**config.mk**
```make
export PLATFORM = sky130hd
export DESIGN_NAME = router_data_reg
export DESIGN_NICKNAME = d
export VERILOG_FILES = /design/src/rtl/router_data_reg.sv
export SDC_FILE = /design/constraint.sdc
export NUM_CORES = 1
export LEC_CHECK = 0
export BUFFER_PORTS_ARGS = -buffer_cell sky130_fd_sc_hd__clkbuf_2
export CAP_MARGIN = 30
export CORE_MARGIN = 2
export CORE_UTILIZATION = 51
export CTS_CLUSTER_DIAMETER = 50
export DETAILED_ROUTE_END_ITERATION = 8
export HOLD_SLACK_MARGIN = 0.12
export PLACE_DENSITY = 0.87
export SYNTH_ARGS = -nofsm -noshare
export SYNTH_HDL_FRONTEND = slang
export SYNTH_SLANG_ARGS = --single-unit
```
**constraint.sdc**
```tcl
create_clock -name clock -period 0.9 [get_ports clock]
set_input_delay 0.135 -clock clock [delete_from_list [all_inputs] [get_ports clock]]
set_output_delay 0.135 -clock clock [all_outputs]
set_load 0.05 [all_outputs]
```
**src/rtl/router_data_reg.sv**
```systemverilog
// rtl/router_data_reg.sv - 1x3 router datapath register stage: header/full-byte hold, running parity, error flag.
// Optional saturating error counter enabled by defining ROUTER_REG_ERR_CNT_EN.
module router_data_reg #(
  parameter int DATA_WIDTH = 8,
  parameter int ERR_CNT_W  = 8
) (
  input  logic                  clock,
  input  logic                  resetn,
  input  logic                  pkt_valid,
  input  logic [DATA_WIDTH-1:0] data_in,
  input  logic                  fifo_full,
  input  logic                  detect_add,
  input  logic                  lfd_state,
  input  logic                  ld_state,
  input  logic                  full_state,
  input  logic                  laf_state,
  input  logic                  rst_int_reg,
  output logic [DATA_WIDTH-1:0] dout,
  output logic                  parity_done,
  output logic                  low_pkt_valid,
  output logic                  err,
  output logic [ERR_CNT_W-1:0]  err_count
);

  logic [DATA_WIDTH-1:0] dout_q, dout_d;
  logic [DATA_WIDTH-1:0] header_q, header_d;
  logic [DATA_WIDTH-1:0] full_q, full_d;
  logic [DATA_WIDTH-1:0] int_par_q, int_par_d;
  logic [DATA_WIDTH-1:0] pkt_par_q, pkt_par_d;
  logic                  parity_done_q, parity_done_d;
  logic                  low_pkt_valid_q, low_pkt_valid_d;
  logic                  err_q, err_d;
  logic                  full_state_unused;

  // FIFO_FULL_STATE only waits for space; no register changes there.
  assign full_state_unused = full_state;

  // Address 3 is not a valid destination, so its header never replaces the stored one.
  always_comb begin
    header_d = header_q;
    if (detect_add && pkt_valid && (data_in[1:0] != 2'b11)) begin
      header_d = data_in;
    end
  end

  always_comb begin
    dout_d = dout_q;
    if (lfd_state) begin
      dout_d = header_q;
    end else if (ld_state && !fifo_full) begin
      dout_d = data_in;
    end else if (laf_state) begin
      dout_d = full_q;
    end
  end

  always_comb begin
    full_d = full_q;
    if (ld_state && fifo_full) begin
      full_d = data_in;
    end
  end

  // A byte held in full_byte is folded in when accepted, not again when replayed.
  always_comb begin
    int_par_d = int_par_q;
    if (detect_add) begin
      int_par_d = '0;
    end else if (lfd_state) begin
      int_par_d = int_par_q ^ header_q;
    end else if (ld_state && pkt_valid) begin
      int_par_d = int_par_q ^ data_in;
    end
  end

  always_comb begin
    pkt_par_d = pkt_par_q;
    if (detect_add) begin
      pkt_par_d = '0;
    end else if (ld_state && !pkt_valid) begin
      pkt_par_d = data_in;
    end
  end

  always_comb begin
    parity_done_d = parity_done_q;
    if (detect_add) begin
      parity_done_d = 1'b0;
    end else if (ld_state && !fifo_full && !pkt_valid) begin
      parity_done_d = 1'b1;
    end else if (laf_state && low_pkt_valid_q && !parity_done_q) begin
      parity_done_d = 1'b1;
    end
  end

  always_comb begin
    low_pkt_valid_d = low_pkt_valid_q;
    if (rst_int_reg) begin
      low_pkt_valid_d = 1'b0;
    end else if (ld_state && !pkt_valid) begin
      low_pkt_valid_d = 1'b1;
    end
  end

  always_comb begin
    err_d = err_q;
    if (detect_add) begin
      err_d = 1'b0;
    end else if (parity_done_q) begin
      err_d = (int_par_q != pkt_par_q);
    end
  end

  always_ff @(posedge clock or negedge resetn) begin
    if (!resetn) begin
      dout_q          <= '0;
      header_q        <= '0;
      full_q          <= '0;
      int_par_q       <= '0;
      pkt_par_q       <= '0;
      parity_done_q   <= 1'b0;
      low_pkt_valid_q <= 1'b0;
      err_q           <= 1'b0;
    end else begin
      dout_q          <= dout_d;
      header_q        <= header_d;
      full_q          <= full_d;
      int_par_q       <= int_par_d;
      pkt_par_q       <= pkt_par_d;
      parity_done_q   <= parity_done_d;
      low_pkt_valid_q <= low_pkt_valid_d;
      err_q           <= err_d;
    end
  end

`ifdef ROUTER_REG_ERR_CNT_EN
  logic [ERR_CNT_W-1:0] err_cnt_q, err_cnt_d;

  // Counted on the cycle err rises so the count and the flag update together.
  always_comb begin
    err_cnt_d = err_cnt_q;
    if (err_d && !err_q && (err_cnt_q != {ERR_CNT_W{1'b1}})) begin
      err_cnt_d = err_cnt_q + 1'b1;
    end
  end

  always_ff @(posedge clock or negedge resetn) begin
    if (!resetn) begin
      err_cnt_q <= '0;
    end else begin
      err_cnt_q <= err_cnt_d;
    end
  end

  assign err_count = err_cnt_q;
`else
  assign err_count = '0;
`endif

  assign dout          = dout_q;
  assign parity_done   = parity_done_q;
  assign low_pkt_valid = low_pkt_valid_q;
  assign err           = err_q;

endmodule

```
==> run_results.csv <==
group,metric,value,unit
pwr,power,5.201,mW
synthesis,syn_inst,205,
finish,layout_commonest_cell,"dfrtp_1",
cts,cts.clk_slew.worst_paths,0.07,ns
sta,period_minus_slack,1.082,ns
routing,drc,0,
floorplanning,start_util,0.5313,
pwr,share_seq_of_total_power,0.459,
sta,finalSetupViolations,15,
floorplanning,die_h,71.35,µm
routing,num_vias,1728,
setup_path,r2r_end,"err$_DFFE_PN0P_",
setup_path,crit-reg2reg-launch,"int_par_q[2]$_DFFE_PN0P_",
routing,first_iter_violations,103,
flow_run,maxCapViolCount,0,
global_route,globalRouteMet1Util,0.2739,
setup_path,cp.arrival,1.26,ns
pwr,p_int,3.563,mW
global_route,track_usage,0.2088,
finish,design_area,3039,µm²
global_route,grt_first_pass_wirelength,8.273,mm
setup_path,worstPathRequired,1.08,ns
pwr,peakVddDrop,0.001094,V
synthesis,yosys_warnings,0,
placed_design,gp_congestion,0.8365,
global_route,overflow,0,
setup_path,worst-setup-path-type,"reg2reg",
status,outcome,"finished, violations left",
sta,clock.fmax,0.9246,GHz
synthesis,yosysTopAreaCellShare,0.4651,
pwr,swShare,0.3149,
floorplanning,core,4354,µm²
placed_design,dpl_cell_area,2695,µm²
placed_design,dp_hpwl,3.604,mm
synthesis,ys_seq_area_frac,0.4651,
sta,rsz0062_at_grt,"yes",
worst_hold_path,holdPathStages,3,
cts,clockBufferDepth,2,
cts,clk_latency,0.30,ns
sta,setup_tns,-1.514,ns
pwr,power_density,1711,nW/µm²
synthesis,synth_cell_type_count,29,
pwr,p_switching,1.638,mW
synthesis,avgSynthCellArea,11.29,µm²
finish,synthToLayoutAreaGrowth,31.37,%
synthesis,synth_area_leader_cell,"dfrtp_1",
global_route,antenna_found_initial,0,
placed_design,io_buffers,27,
routing,postRouteAntennaNets,0,
setup_path,critical_path_peak_fanout,2,
floorplanning,die_area,5091,µm²
floorplanning,std_cell_rows,24,
setup_path,crit_path_top_delay_cell,"dfrtp_1",
setup_path,worst_setup_path_end_kind,"register",
setup_path,slowest_delay,0.43,ns
floorplanning,die_w,71.35,µm
setup_path,r2r_slack,-0.18,ns
routing,routed_via_density,5.383,
cts,h-tree-depth,2,
synthesis,ys_ff_latch,43,
sta,worst_slack,-0.1815,ns
setup_path,reg2regPathDepth,3,
cts,clkSinkCount,43,
global_route,met3_usage,0.05907,
worst_hold_path,hp-class,"in2reg",
synthesis,syn-cell-area,2313,µm²
routing,drtPass1Iterations,4,
finish,drive_above_1_share,0.4349,
pwr,power_frac_comb,0.320,
global_route,grt_pass1_vias,1749,
cts,cts_made_buffers,5,
finish,layout_common_cells,"38 x dfrtp_1, 35 x buf_4, 19 x nand2_1",
synthesis,synthTopCellsByArea,"dfrtp_1 47%, mux2_4 9.1%, and3b_1 6.1%, nand2_1 4.1%, nor3_2 3.5%",
global_route,grt_max_degree,44,
setup_path,start_kind,"register",
global_route,busiest_layer,"met2",
setup_path,crit_start,"int_par_q[2]$_DFFE_PN0P_",
sta,clock-skew-final,0.006708,ns
status,violations,"setup timing",
worst_hold_path,worstHoldEndpoint,"pkt_par_q[3]$_DFFE_PN0P_",
pwr,p_clk_frac,0.221,
sta,finalHoldViolCount,0,
finish,finish.net_count,287,
sta,fin_crit_sh,1.202,
floorplanning,pin_count,37,
routing,wirelength,5.137,mm
setup_path,path_cells,"xnor2_1, nand2_1, o31a_1",
global_route,gr-usage-met2,0.3302,
finish,diodes,0,
sta,report.final.slew_viol_count,0,
routing,wl_per_cell,16.00,µm
cts,clockRootBuffer,"clkbuf_8",
pwr,leakage,1.424,nW
worst_hold_path,hp-start,"data_in[3]",
cts,tritoncts,"built",
## Yosys cell counts
cell	instances
nand2b_1	2
nand4b_4	2
nor2_1	7
nor2b_1	1
o22a_1	2
nand3_1	9
nand2_4	2
buf_4	10
o211ai_1	8
buf_6	2
dfrtp_1	43
a31oi_1	8
o21a_1	1
conb_1	1
buf_8	1
and3b_1	16
clkbuf_1	2
nand4b_1	6
nor3_2	8
mux2_4	14
a21oi_1	9
a21o_4	1
buf_2	6
o31a_1	1
nand2_1	25
nor2_2	1
nand4_1	1
xnor2_1	8
a21boi_1	8
## state kept, by name, summed over array words and instances (netlist names)
signal,flops
pkt_par_q,8
parity_done,1
full_q,8
int_par_q,8
err,1
header_q,8
low_pkt_valid,1
dout,8
## critical path: cells and delay by family, from the launching register on
family | cells | cell delay [ns]
flip-flops | 1 | 0.43
XOR/XNOR | 1 | 0.18
AO/OA/AOI/OAI | 1 | 0.29
AND/OR/NAND/NOR | 1 | 0.07
## stage by stage
step | util | hold slack, ns | cells | worst slack (ns)
after global routing | 0.6980 | 0.1335 | 321 | -0.2323
after floorplan | - | -0.1606 | 212 | -0.09862
after CTS | 0.6767 | 0.1207 | 316 | -0.1597
final | 0.6980 | 0.1295 | 321 | -0.1815
after detailed placement | 0.6190 | 0.1340 | 302 | -0.2604
after global placement | 0.6190 | 0.1319 | 302 | -0.2217
## worst max-delay path by stage
| stage | to | slack, ns | cells after the start |
|---|---|---|---|
| detailed placement | int_par_q[1]$_DFFE_PN0P_ | -0.26 | 4 |
| global placement | int_par_q[1]$_DFFE_PN0P_ | -0.22 | 4 |
| global route | err$_DFFE_PN0P_ | -0.23 | 3 |
| CTS | err$_DFFE_PN0P_ | -0.16 | 3 |
| floorplan | err$_DFFE_PN0P_ | -0.1 | 2 |
| finish | err$_DFFE_PN0P_ | -0.18 | 3 |
## cells by family after synthesis
family / share of synthesized area
AOI/OAI and AO/OA: 0.1141
xor gates and xnor gates: 0.03029
buffers and inverters: 0.06490
DFF: 0.4651
muxes: 0.09086
other: 0.001621
and+or+nand+nor: 0.2331
## power groups by stage
stage / Combinational [mW] / Clock, mW / Sequential, mW
detailed placement: 1.39 / 0 / 2.37
CTS: 1.56 / 1.17 / 2.35
global route: 1.77 / 1.28 / 2.41
global placement: 1.35 / 0 / 2.36
floorplan: 0.754 / 0 / 2.59
finish: 1.67 / 1.15 / 2.39
## cell type report
type / instances / area (µm²)
Clock buffer: 7 / 76.32
Sequential cell: 43 / 1082
Fill cell: 291 / 1315
Timing Repair Buffer: 71 / 651.9
Tap cell: 52 / 65.06
Multi-Input combinational cell: 148 / 1164
## per-layer routing
layer	wire length, µm	share of wire
met1	2302	0.45
met2	2521	0.49
met3	232	0.045
met4	80	0.016
met5	0	0
## repair_timing
action | 4_1_cts | 5_1_grt
hold endpoints to repair | 44 | 0
pin swaps | 7 | 12
setup buffers | 5 | 5
resized for setup | 26 | 21
setup endpoints to repair | 13 | 21
gates cloned | 0 | 0
hold buffers | 2 | 0
Note: power is estimated with default switching activity, not from simulation.
